<file path="src/rtl/semaforo_cruce_param_if.sv">
// semaforo_cruce_param_if
// Board-side signal bundle for the two-approach traffic-light controller.
//   on_off    : 1 = normal cycling, 0 = flashing amber (synchronous level)
//   luz_a     : street A lamps {rojo,amarillo,verde}, 1 = lit
//   luz_b     : street B lamps {rojo,amarillo,verde}, 1 = lit
//   estado    : current state code (debug/LEDs)
//   ped_req   : pedestrian button (only with SEMAFORO_PEATON_EN)
//   ped_verde : pedestrian walk lamp (only with SEMAFORO_PEATON_EN)
// Optional feature macro: SEMAFORO_PEATON_EN.
// Handshake: there is no valid/ready pair here; every signal is a plain level
// sampled or updated on the rising clock edge, inputs are assumed already
// synchronised to clk.
// Modports: master = the controller (drives lamps), slave = board/environment.
interface semaforo_cruce_param_if;
  logic       on_off;
  logic [2:0] luz_a;
  logic [2:0] luz_b;
  logic [3:0] estado;
`ifdef SEMAFORO_PEATON_EN
  logic       ped_req;
  logic       ped_verde;

  modport master (input on_off, input ped_req,
                  output luz_a, output luz_b, output estado, output ped_verde);
  modport slave  (output on_off, output ped_req,
                  input luz_a, input luz_b, input estado, input ped_verde);
`else
  modport master (input on_off, output luz_a, output luz_b, output estado);
  modport slave  (output on_off, input luz_a, input luz_b, input estado);
`endif
endinterface

</file>
<file path="src/rtl/semaforo_cruce_param.sv">
// semaforo_cruce_param
// Two-approach (street A / street B) traffic-light controller with an on-chip
// tick prescaler, lamp test after reset and flashing amber while switched off.
// Ports:
//   clk   : system clock, rising edge
//   reset : asynchronous, active-low reset
//   bus   : semaforo_cruce_param_if.master (on_off, luz_a, luz_b, estado,
//           plus ped_req/ped_verde when SEMAFORO_PEATON_EN is defined)
// Optional feature macro: SEMAFORO_PEATON_EN (pedestrian request + walk phase).
// All lamp outputs are registered: they are decoded from the next state and
// loaded into flops together with the state register.
module semaforo_cruce_param #(
  parameter int CLK_DIV    = 50_000_000,
  parameter int PRE_W      = 26,
  parameter int T_VERDE    = 20,
  parameter int T_AMARILLO = 3,
  parameter int T_ROJO     = 1,
  parameter int T_TEST     = 2,
  parameter int T_BLINK    = 1,
  parameter int T_PEATON   = 10,
  parameter int CNT_W      = 8
) (
  input  logic                  clk,
  input  logic                  reset,
  semaforo_cruce_param_if.master bus
);

  typedef enum logic [3:0] {
    LAMP_TEST    = 4'd0,
    ROJO_B       = 4'd1,
    A_VERDE      = 4'd2,
    A_AMARILLO   = 4'd3,
    ROJO_A       = 4'd4,
    B_VERDE      = 4'd5,
    B_AMARILLO   = 4'd6,
    INTERMITENTE = 4'd7,
    PEATON       = 4'd8
  } state_t;

  state_t           state, state_next;
  logic [PRE_W-1:0] pre, pre_next;
  logic [CNT_W-1:0] timer, timer_next;
  logic             blink, blink_next;
  logic [2:0]       luz_a, luz_a_next;
  logic [2:0]       luz_b, luz_b_next;
  logic             tick;
  logic             expire;
  logic             peaton_go;

  // Timer reload value (duration - 1) for a given state.
  function automatic logic [CNT_W-1:0] load_value(input state_t s);
    case (s)
      LAMP_TEST:            return CNT_W'(T_TEST - 1);
      A_VERDE, B_VERDE:     return CNT_W'(T_VERDE - 1);
      A_AMARILLO,
      B_AMARILLO:           return CNT_W'(T_AMARILLO - 1);
      INTERMITENTE:         return CNT_W'(T_BLINK - 1);
      PEATON:               return CNT_W'(T_PEATON - 1);
      default:              return CNT_W'(T_ROJO - 1);
    endcase
  endfunction

  // Lamp decode {luz_a, luz_b}; each lamp group is {rojo,amarillo,verde}.
  function automatic logic [5:0] lamps(input state_t s, input logic lit);
    case (s)
      LAMP_TEST:    return {3'b111, 3'b111};
      A_VERDE:      return {3'b001, 3'b100};
      A_AMARILLO:   return {3'b010, 3'b100};
      B_VERDE:      return {3'b100, 3'b001};
      B_AMARILLO:   return {3'b100, 3'b010};
      INTERMITENTE: return lit ? {3'b010, 3'b010} : 6'b000_000;
      default:      return {3'b100, 3'b100};
    endcase
  endfunction

  assign tick   = (pre == PRE_W'(CLK_DIV - 1));
  assign expire = tick && (timer == '0);

`ifdef SEMAFORO_PEATON_EN
  logic ped_latch, ped_latch_next;
  logic ped_verde, ped_verde_next;

  assign peaton_go = ped_latch && bus.on_off;

  // Sticky request; ignored while walking or flashing, cleared on PEATON entry.
  always_comb begin
    ped_latch_next = ped_latch;
    if (bus.ped_req && state != PEATON && state != INTERMITENTE)
      ped_latch_next = 1'b1;
    if (state_next == PEATON && state != PEATON)
      ped_latch_next = 1'b0;
    ped_verde_next = (state_next == PEATON);
  end

  always_ff @(posedge clk or negedge reset) begin
    if (!reset) begin
      ped_latch <= 1'b0;
      ped_verde <= 1'b0;
    end else begin
      ped_latch <= ped_latch_next;
      ped_verde <= ped_verde_next;
    end
  end

  assign bus.ped_verde = ped_verde;
`else
  assign peaton_go = 1'b0;
`endif

  always_comb begin
    state_next = state;
    timer_next = timer;
    blink_next = blink;
    pre_next   = tick ? '0 : pre + PRE_W'(1);

    unique case (state)
      LAMP_TEST:  if (expire) state_next = bus.on_off ? ROJO_B : INTERMITENTE;
      ROJO_B:     if (expire) state_next = bus.on_off ? A_VERDE : INTERMITENTE;
      // Switching off cuts green short immediately; amber still runs in full.
      A_VERDE:    if (!bus.on_off || expire) state_next = A_AMARILLO;
      A_AMARILLO: if (expire) state_next = !bus.on_off ? INTERMITENTE :
                                           (peaton_go ? PEATON : ROJO_A);
      ROJO_A:     if (expire) state_next = bus.on_off ? B_VERDE : INTERMITENTE;
      B_VERDE:    if (!bus.on_off || expire) state_next = B_AMARILLO;
      B_AMARILLO: if (expire) state_next = bus.on_off ? ROJO_B : INTERMITENTE;
      PEATON:     if (expire) state_next = bus.on_off ? ROJO_A : INTERMITENTE;
      // Leaving flash always goes through all-red before any green.
      INTERMITENTE: begin
        if (bus.on_off)  state_next = ROJO_B;
        else if (expire) blink_next = !blink;
      end
      default:    state_next = LAMP_TEST;
    endcase

    // Prescaler restart on every state change keeps each state exactly
    // T*CLK_DIV cycles long; flashing phase always starts lit.
    if (state_next != state) begin
      pre_next   = '0;
      timer_next = load_value(state_next);
      blink_next = 1'b1;
    end else if (tick) begin
      timer_next = (timer == '0) ? load_value(state) : timer - CNT_W'(1);
    end

    {luz_a_next, luz_b_next} = lamps(state_next, blink_next);
  end

  always_ff @(posedge clk or negedge reset) begin
    if (!reset) begin
      state <= LAMP_TEST;
      pre   <= '0;
      timer <= CNT_W'(T_TEST - 1);
      blink <= 1'b1;
      luz_a <= 3'b111;
      luz_b <= 3'b111;
    end else begin
      state <= state_next;
      pre   <= pre_next;
      timer <= timer_next;
      blink <= blink_next;
      luz_a <= luz_a_next;
      luz_b <= luz_b_next;
    end
  end

  assign bus.luz_a  = luz_a;
  assign bus.luz_b  = luz_b;
  assign bus.estado = state;

endmodule
</file>
<file path="src/flat_wrapper.sv">
// flat-port wrapper written by rule: the top's interface ports become plain ports
module semaforo_cruce_param_flat 
#(
  parameter int CLK_DIV    = 50_000_000,
  parameter int PRE_W      = 26,
  parameter int T_VERDE    = 20,
  parameter int T_AMARILLO = 3,
  parameter int T_ROJO     = 1,
  parameter int T_TEST     = 2,
  parameter int T_BLINK    = 1,
  parameter int T_PEATON   = 10,
  parameter int CNT_W      = 8
)
  (clk, reset, bus_on_off, bus_luz_a, bus_luz_b, bus_estado);
  semaforo_cruce_param_if bus_i ();
  input  logic clk;
  input  logic reset;
  input wire logic [$bits(bus_i.on_off)-1:0] bus_on_off;
  output wire logic [$bits(bus_i.luz_a)-1:0] bus_luz_a;
  output wire logic [$bits(bus_i.luz_b)-1:0] bus_luz_b;
  output wire logic [$bits(bus_i.estado)-1:0] bus_estado;
  assign bus_i.on_off = bus_on_off;
  assign bus_luz_a = bus_i.luz_a;
  assign bus_luz_b = bus_i.luz_b;
  assign bus_estado = bus_i.estado;
  semaforo_cruce_param #(.CLK_DIV(CLK_DIV), .PRE_W(PRE_W), .T_VERDE(T_VERDE), .T_AMARILLO(T_AMARILLO), .T_ROJO(T_ROJO), .T_TEST(T_TEST), .T_BLINK(T_BLINK), .T_PEATON(T_PEATON), .CNT_W(CNT_W)) u_core (.clk(clk), .reset(reset), .bus(bus_i));
endmodule
</file>
<file path="config.mk">
export PLATFORM = sky130hd
export DESIGN_NAME = semaforo_cruce_param_flat
export DESIGN_NICKNAME = d
export VERILOG_FILES = /design/src/rtl/semaforo_cruce_param_if.sv /design/src/rtl/semaforo_cruce_param.sv /design/src/flat_wrapper.sv
export SDC_FILE = /design/constraint.sdc
export NUM_CORES = 1
export LEC_CHECK = 0
export ABC_AREA = 1
export ABC_CLOCK_PERIOD_IN_PS = 5400
export CORE_MARGIN = 2
export CORE_UTILIZATION = 55
export CTS_BUF_LIST = sky130_fd_sc_hd__clkbuf_8 sky130_fd_sc_hd__clkbuf_16
export DETAILED_ROUTE_END_ITERATION = 8
export GPL_TIMING_DRIVEN = 1
export MAX_ROUTING_LAYER = met4
export PLACE_DENSITY = 0.76
export SKIP_LAST_GASP = 1
export SLEW_MARGIN = 10
export SYNTH_ARGS = -nofsm -noshare
export SYNTH_HDL_FRONTEND = slang
export SYNTH_SLANG_ARGS = --single-unit
</file>
<file path="constraint.sdc">
create_clock -name clk -period 5.4 [get_ports clk]
set_input_delay 1.08 -clock clk [delete_from_list [all_inputs] [get_ports clk]]
set_output_delay 1.08 -clock clk [all_outputs]
set_load 0.01 [all_outputs]
</file>
; ---- Word level (Yosys, flattened, before mapping)
; Index checks and enable logic that the tools add are counted.
[totals]
output_inout_bits = 10
regBits = 45
in_bits = 3
[op_classes]
add_sub_neg = 2
mux = 25
n_reduce_logical = 14
n_eq_ne = 16
[op_table]
columns = op, count
row1 = $mux 26, 2
row2 = $pmux 5 s4, 2
row3 = $pmux 6 s6, 1
row4 = $eq 4x3->1 const B, 7
row5 = $mux 4, 7
row6 = $pmux 4 s7, 1
row7 = $add 26x1->26 const B, 1
row8 = $eq 26x26->1 const B, 1
row9 = $mux 8, 3
row10 = $eq 4x2->1 const B, 4
row11 = $reduce_or 2->1, 6
row12 = $eq 4x4->1 const B, 2
row13 = $logic_not 4->1, 2
row14 = $logic_not 8->1, 1
row15 = $sub 8x1->8 const B, 1
row16 = $mux 3, 2
row17 = $mux 5, 1
row18 = $eq 4x1->1 const B, 1
row19 = $mux 1, 4
row20 = $mux 2, 2
row21 = $ne 4x4->1, 1
row22 = $logic_not 1->1, 2
row23 = $reduce_bool 2->1, 1
row24 = $logic_and 1x1->1, 1
row25 = $logic_or 1x1->1, 1

; ---- Longest topological paths before layout
[depth]
depth_word = 9
mapped_depth = 18
ltp_nobuf = 17

; ---- Least setup slack after synthesis
; No wires, ideal clock.
[synth_path]
path_kind = input to register
from = in bus_on_off
to = reg u_core.pre[22]
path_buffers = 1
setup_slack_ps = 3160
stages = 9
t_arrival_ps = 2171
setup_time_ps = 69
required_ps = 5331
path_cell_list = or2_4 nand2_1 a21oi_1 nand3_1 nand2_1 nor2_8 nand2_4 buf_8 nor2_4
[synth_between]
elab_chain_cells = 6
[synth_rtl]
columns = element, line_no
row1 = start: declaration, flat_wrapper.sv:18  ; input wire logic [$bits(bus_i.on_off)-1:0] bus_on_off;
row2 = $logic_not 1->1, "semaforo_cruce_param.sv:120, semaforo_cruce_param.sv:124"
row3 = $logic_or 1x1->1, "semaforo_cruce_param.sv:120, semaforo_cruce_param.sv:124"
row4 = "$mux 4, on equally long branches", "semaforo_cruce_param.sv:124, semaforo_cruce_param.sv:120"
row5 = $pmux 4 s7 (*), semaforo_cruce_param.sv:116  ; unique case (state)
row6 = $ne 4x4->1 (*), semaforo_cruce_param.sv:137  ; if (state_next != state) begin
row7 = $mux 26 (*), semaforo_cruce_param.sv:137
row8 = via u_core.pre_next[22], semaforo_cruce_param.sv:41  ; logic [PRE_W-1:0] pre, pre_next;
row9 = end signal: assignment, semaforo_cruce_param.sv:158  ; pre <= pre_next;
row10 = end: declaration, semaforo_cruce_param.sv:41
; Mark *: on every way through the listed nets, which the timed path passes. The rest lies on a longest branch.
; A chain may end at the register's enable or synchronous reset.

; ---- Worst setup path in the final report
[layout_path]
from = in bus_on_off
to = reg u_core.timer[1]
[layout_between]
elab_chain_cells = 8
[layout_rtl]
columns = element, line_no
row1 = $logic_not 1->1, "semaforo_cruce_param.sv:120, semaforo_cruce_param.sv:124"
row2 = $logic_or 1x1->1, "semaforo_cruce_param.sv:120, semaforo_cruce_param.sv:124"
row3 = "$mux 4, on equally long branches", "semaforo_cruce_param.sv:124, semaforo_cruce_param.sv:120"
row4 = $pmux 4 s7 (*), semaforo_cruce_param.sv:116
row5 = via u_core.state_next[2], semaforo_cruce_param.sv:40  ; state_t state, state_next;
row6 = $eq 4x2->1 / $eq 4x3->1 (equally long branches), semaforo_cruce_param.sv:52  ; case (s)
row7 = $reduce_or 2->1, semaforo_cruce_param.sv:52
row8 = $pmux 5 s4, semaforo_cruce_param.sv:52
row9 = $mux 8, semaforo_cruce_param.sv:137
row10 = end signal: assignment, semaforo_cruce_param.sv:152  ; timer <= CNT_W'(T_TEST - 1);
row11 = end signal: assignment, semaforo_cruce_param.sv:159  ; timer <= timer_next;
row12 = end: declaration, semaforo_cruce_param.sv:42  ; logic [CNT_W-1:0] timer, timer_next;
; Marks and branches as above.

==> impl_metrics.toml <==
[run_status]
status = "completed"

[finish]
drive_gt1_frac = 0.1741
syn2layout_area_growth_pct = 10.06
final_cell_count_no_fill = 449
final_area_sq_um = 3094
num-fill-cells = 467
insertedDiodeCount = 0
utilization = 0.6176
fin_nets = 383

[synthesis]
yosysTopAreaCell = "dfrtp_1"
synth.area.top_cells = "dfrtp_1, nand2_1, dfstp_2, nor2_1, nand3_1"
ys_seq_area_frac = 0.4041
synth_edf_count = 0
synth_fp_nets = 368
syn_area_sq_um = 2811
synth_common_cells = "nand2_1, nor2_1, dfrtp_1, inv_1, nand3_1"
syn_inst = 363
yosysTopAreaCellShare = 0.3293
synth.distinct_cells = 41
ys_warn_count = 0
async_reset_ff_frac = 1.000
synthFlopType = "dfrtp_1"
yosysMostFrequentCell = "nand2_1"
ys_seq_elements = 45
avgSynthCellArea_sq_um = 7.745

[die]
design.die.area_sq_um = 5700
die_w_microns = 75.50
num_io_pins = 13
fp.dieH_microns = 75.50
initial_core_util = 0.5612
fp-row-count = 26
core_area_sq_um = 5010

[critical_path]
cp.depth = 10
cp_top_family = "simple AND/OR/NAND/NOR gates"
slowest_stage = "clkdlybuf4s50_1"
ff2ff_path_depth = 14
crit_chain = "clkdlybuf4s50_1 -> or2_4 -> o21ai_2 -> inv_2 -> nand2_4 -> nand2_1 -> nand2_2 -> nand4_2 -> nand2_1 -> nand3_1"
worstPathMaxFanout = 19
crit_type = "in -> reg"
crit_required_ns = 5.58
reg2reg_slack_ns = 2.73
timing.rr.end = "u_core.timer[1]"
cp_num_buf_inv = 2
cp-start-kind = "primary input"
worstSetupEndpointType = "register"
r2r_start = "u_core.timer[0]"
crit_arrival_ns = 3.15
crit_path_frequent_cell = "nand2_1"
cp_slowest_stage_delay_ns = 0.53

[clocking]
cts-resized-gates = 0
cts_inserted_buffers = 5
holdBufCountCts = 0
clock_latency_ns = 0.30
postCtsSetupRepairBufs = 0
cts_root_buf = "clkbuf_8"
cts.path.max_buffers = 2
cts_tree = "built"
h-tree-depth = 2
cts.clk_slew.worst_paths_ns = 0.08
cts_sinks = 45

[route]
via_per_inst = 5.281
first_pass_iters = 4
vias = 2371
antenna_left = 0
finalWirelength_microns = 5688
drc = 0
drt-wirelength-per-cell_microns = 12.67
drt_iter0_drc = 129

[hold_path]
hp-start = "u_core.pre[0]"
min_path_type = "reg -> reg"
hold_path_end = "u_core.pre[0]"
min_path_cells = 1

[place]
placed_cells = 441
gp_congestion = 0.8564
dp_hpwl_microns = 4172
portBuffers = 12
place_area_sq_um = 2978

[timing]
tightest_slew_ns = 0.9701
rsz0062_at_grt = "false"
fin_crit_ns = 2.964
setup_viol_count_final = 0
slew_viol_final = 0
tns_ns = 0
fin_crit_sh = 0.5488
fin_skew_ns = 0.006018
max_freq_mhz = 337.4
hold_viol_final = 0
relSlewSlack = 0.3533

[global_route]
grt_pass1_wl_microns = 9894
grt_util_all_layers = 0.2335
grt_max_degree = 46
grt_antenna_before_repair = 0
grt_pass1_vias = 2228
grt-ovfl-total = 0

[power_and_ir_drop]
ir_worst_vdd_mv = 0.4849
power_density_nw_per_um2 = 477.3
power_leakage_nw = 1.297

[flow_run]
cap_violations = 0
[through the flow]
step	hold slack, ns	setup slack [ns]	total power, mW
final	0.4987	2.436	1.477
after global routing	0.5385	2.273	1.604
after CTS	0.5017	2.439	1.488
after detailed placement	0.4834	2.107	1.222
after global placement	0.4878	2.206	1.206
after floorplan	0.4599	3.160	1.063
[layout by cell type, fill, tap and decap left out, drive strengths merged]
cell / n
o31ai: 1
xnor2: 4
nand2: 79
clkdlybuf4s50: 11
nand4: 11
nor3b: 1
nand3: 34
dfstp: 8
a21oi: 11
clkinv: 3
xor2: 12
and3: 1
o21bai: 1
o22ai: 4
clkbuf: 6
ha: 2
buf: 1
or2: 3
dfrtp: 37
bufinv: 1
nor3: 18
a31oi: 1
nor4: 5
inv: 46
a211oi: 2
o211ai: 1
o21ai: 10
nor2: 65
[layout make-up]
| cell class | instances | area [sq um] | area share |
|---|---|---|---|
| inverter | 48 | 180.2 | 0.05823 |
| sequential | 45 | 1136 | 0.3672 |
| clock inverter | 2 | 33.78 | 0.01092 |
| clock buffer | 6 | 82.58 | 0.02669 |
| tap | 70 | 87.58 | 0.02831 |
| timing repair buffer | 12 | 115.1 | 0.03720 |
| multi-input combinational | 266 | 1459 | 0.4715 |
[sequential cells by signal, indices dropped and copies added (netlist names)]
name / count
u_core.bus.luz_a: 3
u_core.bus.estado: 4
u_core.timer: 8
u_core.bus.luz_b: 3
u_core.pre: 26
u_core.blink: 1
[worst max path at each step]
| stage | start | end | slack, ns |
|---|---|---|---|
| 3_5_place_dp | bus_on_off | u_core.timer[1] | 2.11 |
| 3_3_place_gp | bus_on_off | u_core.timer[1] | 2.21 |
| 6_report | bus_on_off | u_core.timer[1] | 2.44 |
| 4_1_cts | bus_on_off | u_core.timer[1] | 2.44 |
| 5_1_grt | bus_on_off | u_core.timer[1] | 2.27 |
| 2_1_floorplan | bus_on_off | u_core.pre[22] | 3.16 |
[report_power, final]
group          switching, mW  total, mW  internal [mW]  leakage [nW]
sequential            0.0399      0.450          0.410         0.592
clock                  0.113      0.262          0.149        0.0626
combinational          0.523      0.765          0.242         0.642
total                  0.676       1.48          0.800          1.30
[metal layers]
layer | share of wire | up-vias | track usage
li1 | - | 1211 | -
met1 | 0.48 | 1124 | 0.3078
met5 | 0 | - | -
met2 | 0.48 | 31 | 0.3787
met3 | 0.027 | 5 | 0.03571
met4 | 0.0083 | 0 | 0.06043
[cells by family (layout without fill, tap and decap cells)]
| group | Yosys count | after routing | synth area share |
|---|---|---|---|
| buffers and inverters | 52 | 68 | 0.07699 |
| AO/OA/AOI/OAI | 31 | 31 | 0.06587 |
| adder cells (fa/ha/maj) | 2 | 2 | 0.008899 |
| flip-flops | 45 | 45 | 0.4041 |
| AND/OR/NAND/NOR | 217 | 217 | 0.3943 |
| XOR/XNOR | 16 | 16 | 0.04984 |
(Power assumes the default switching activity.)
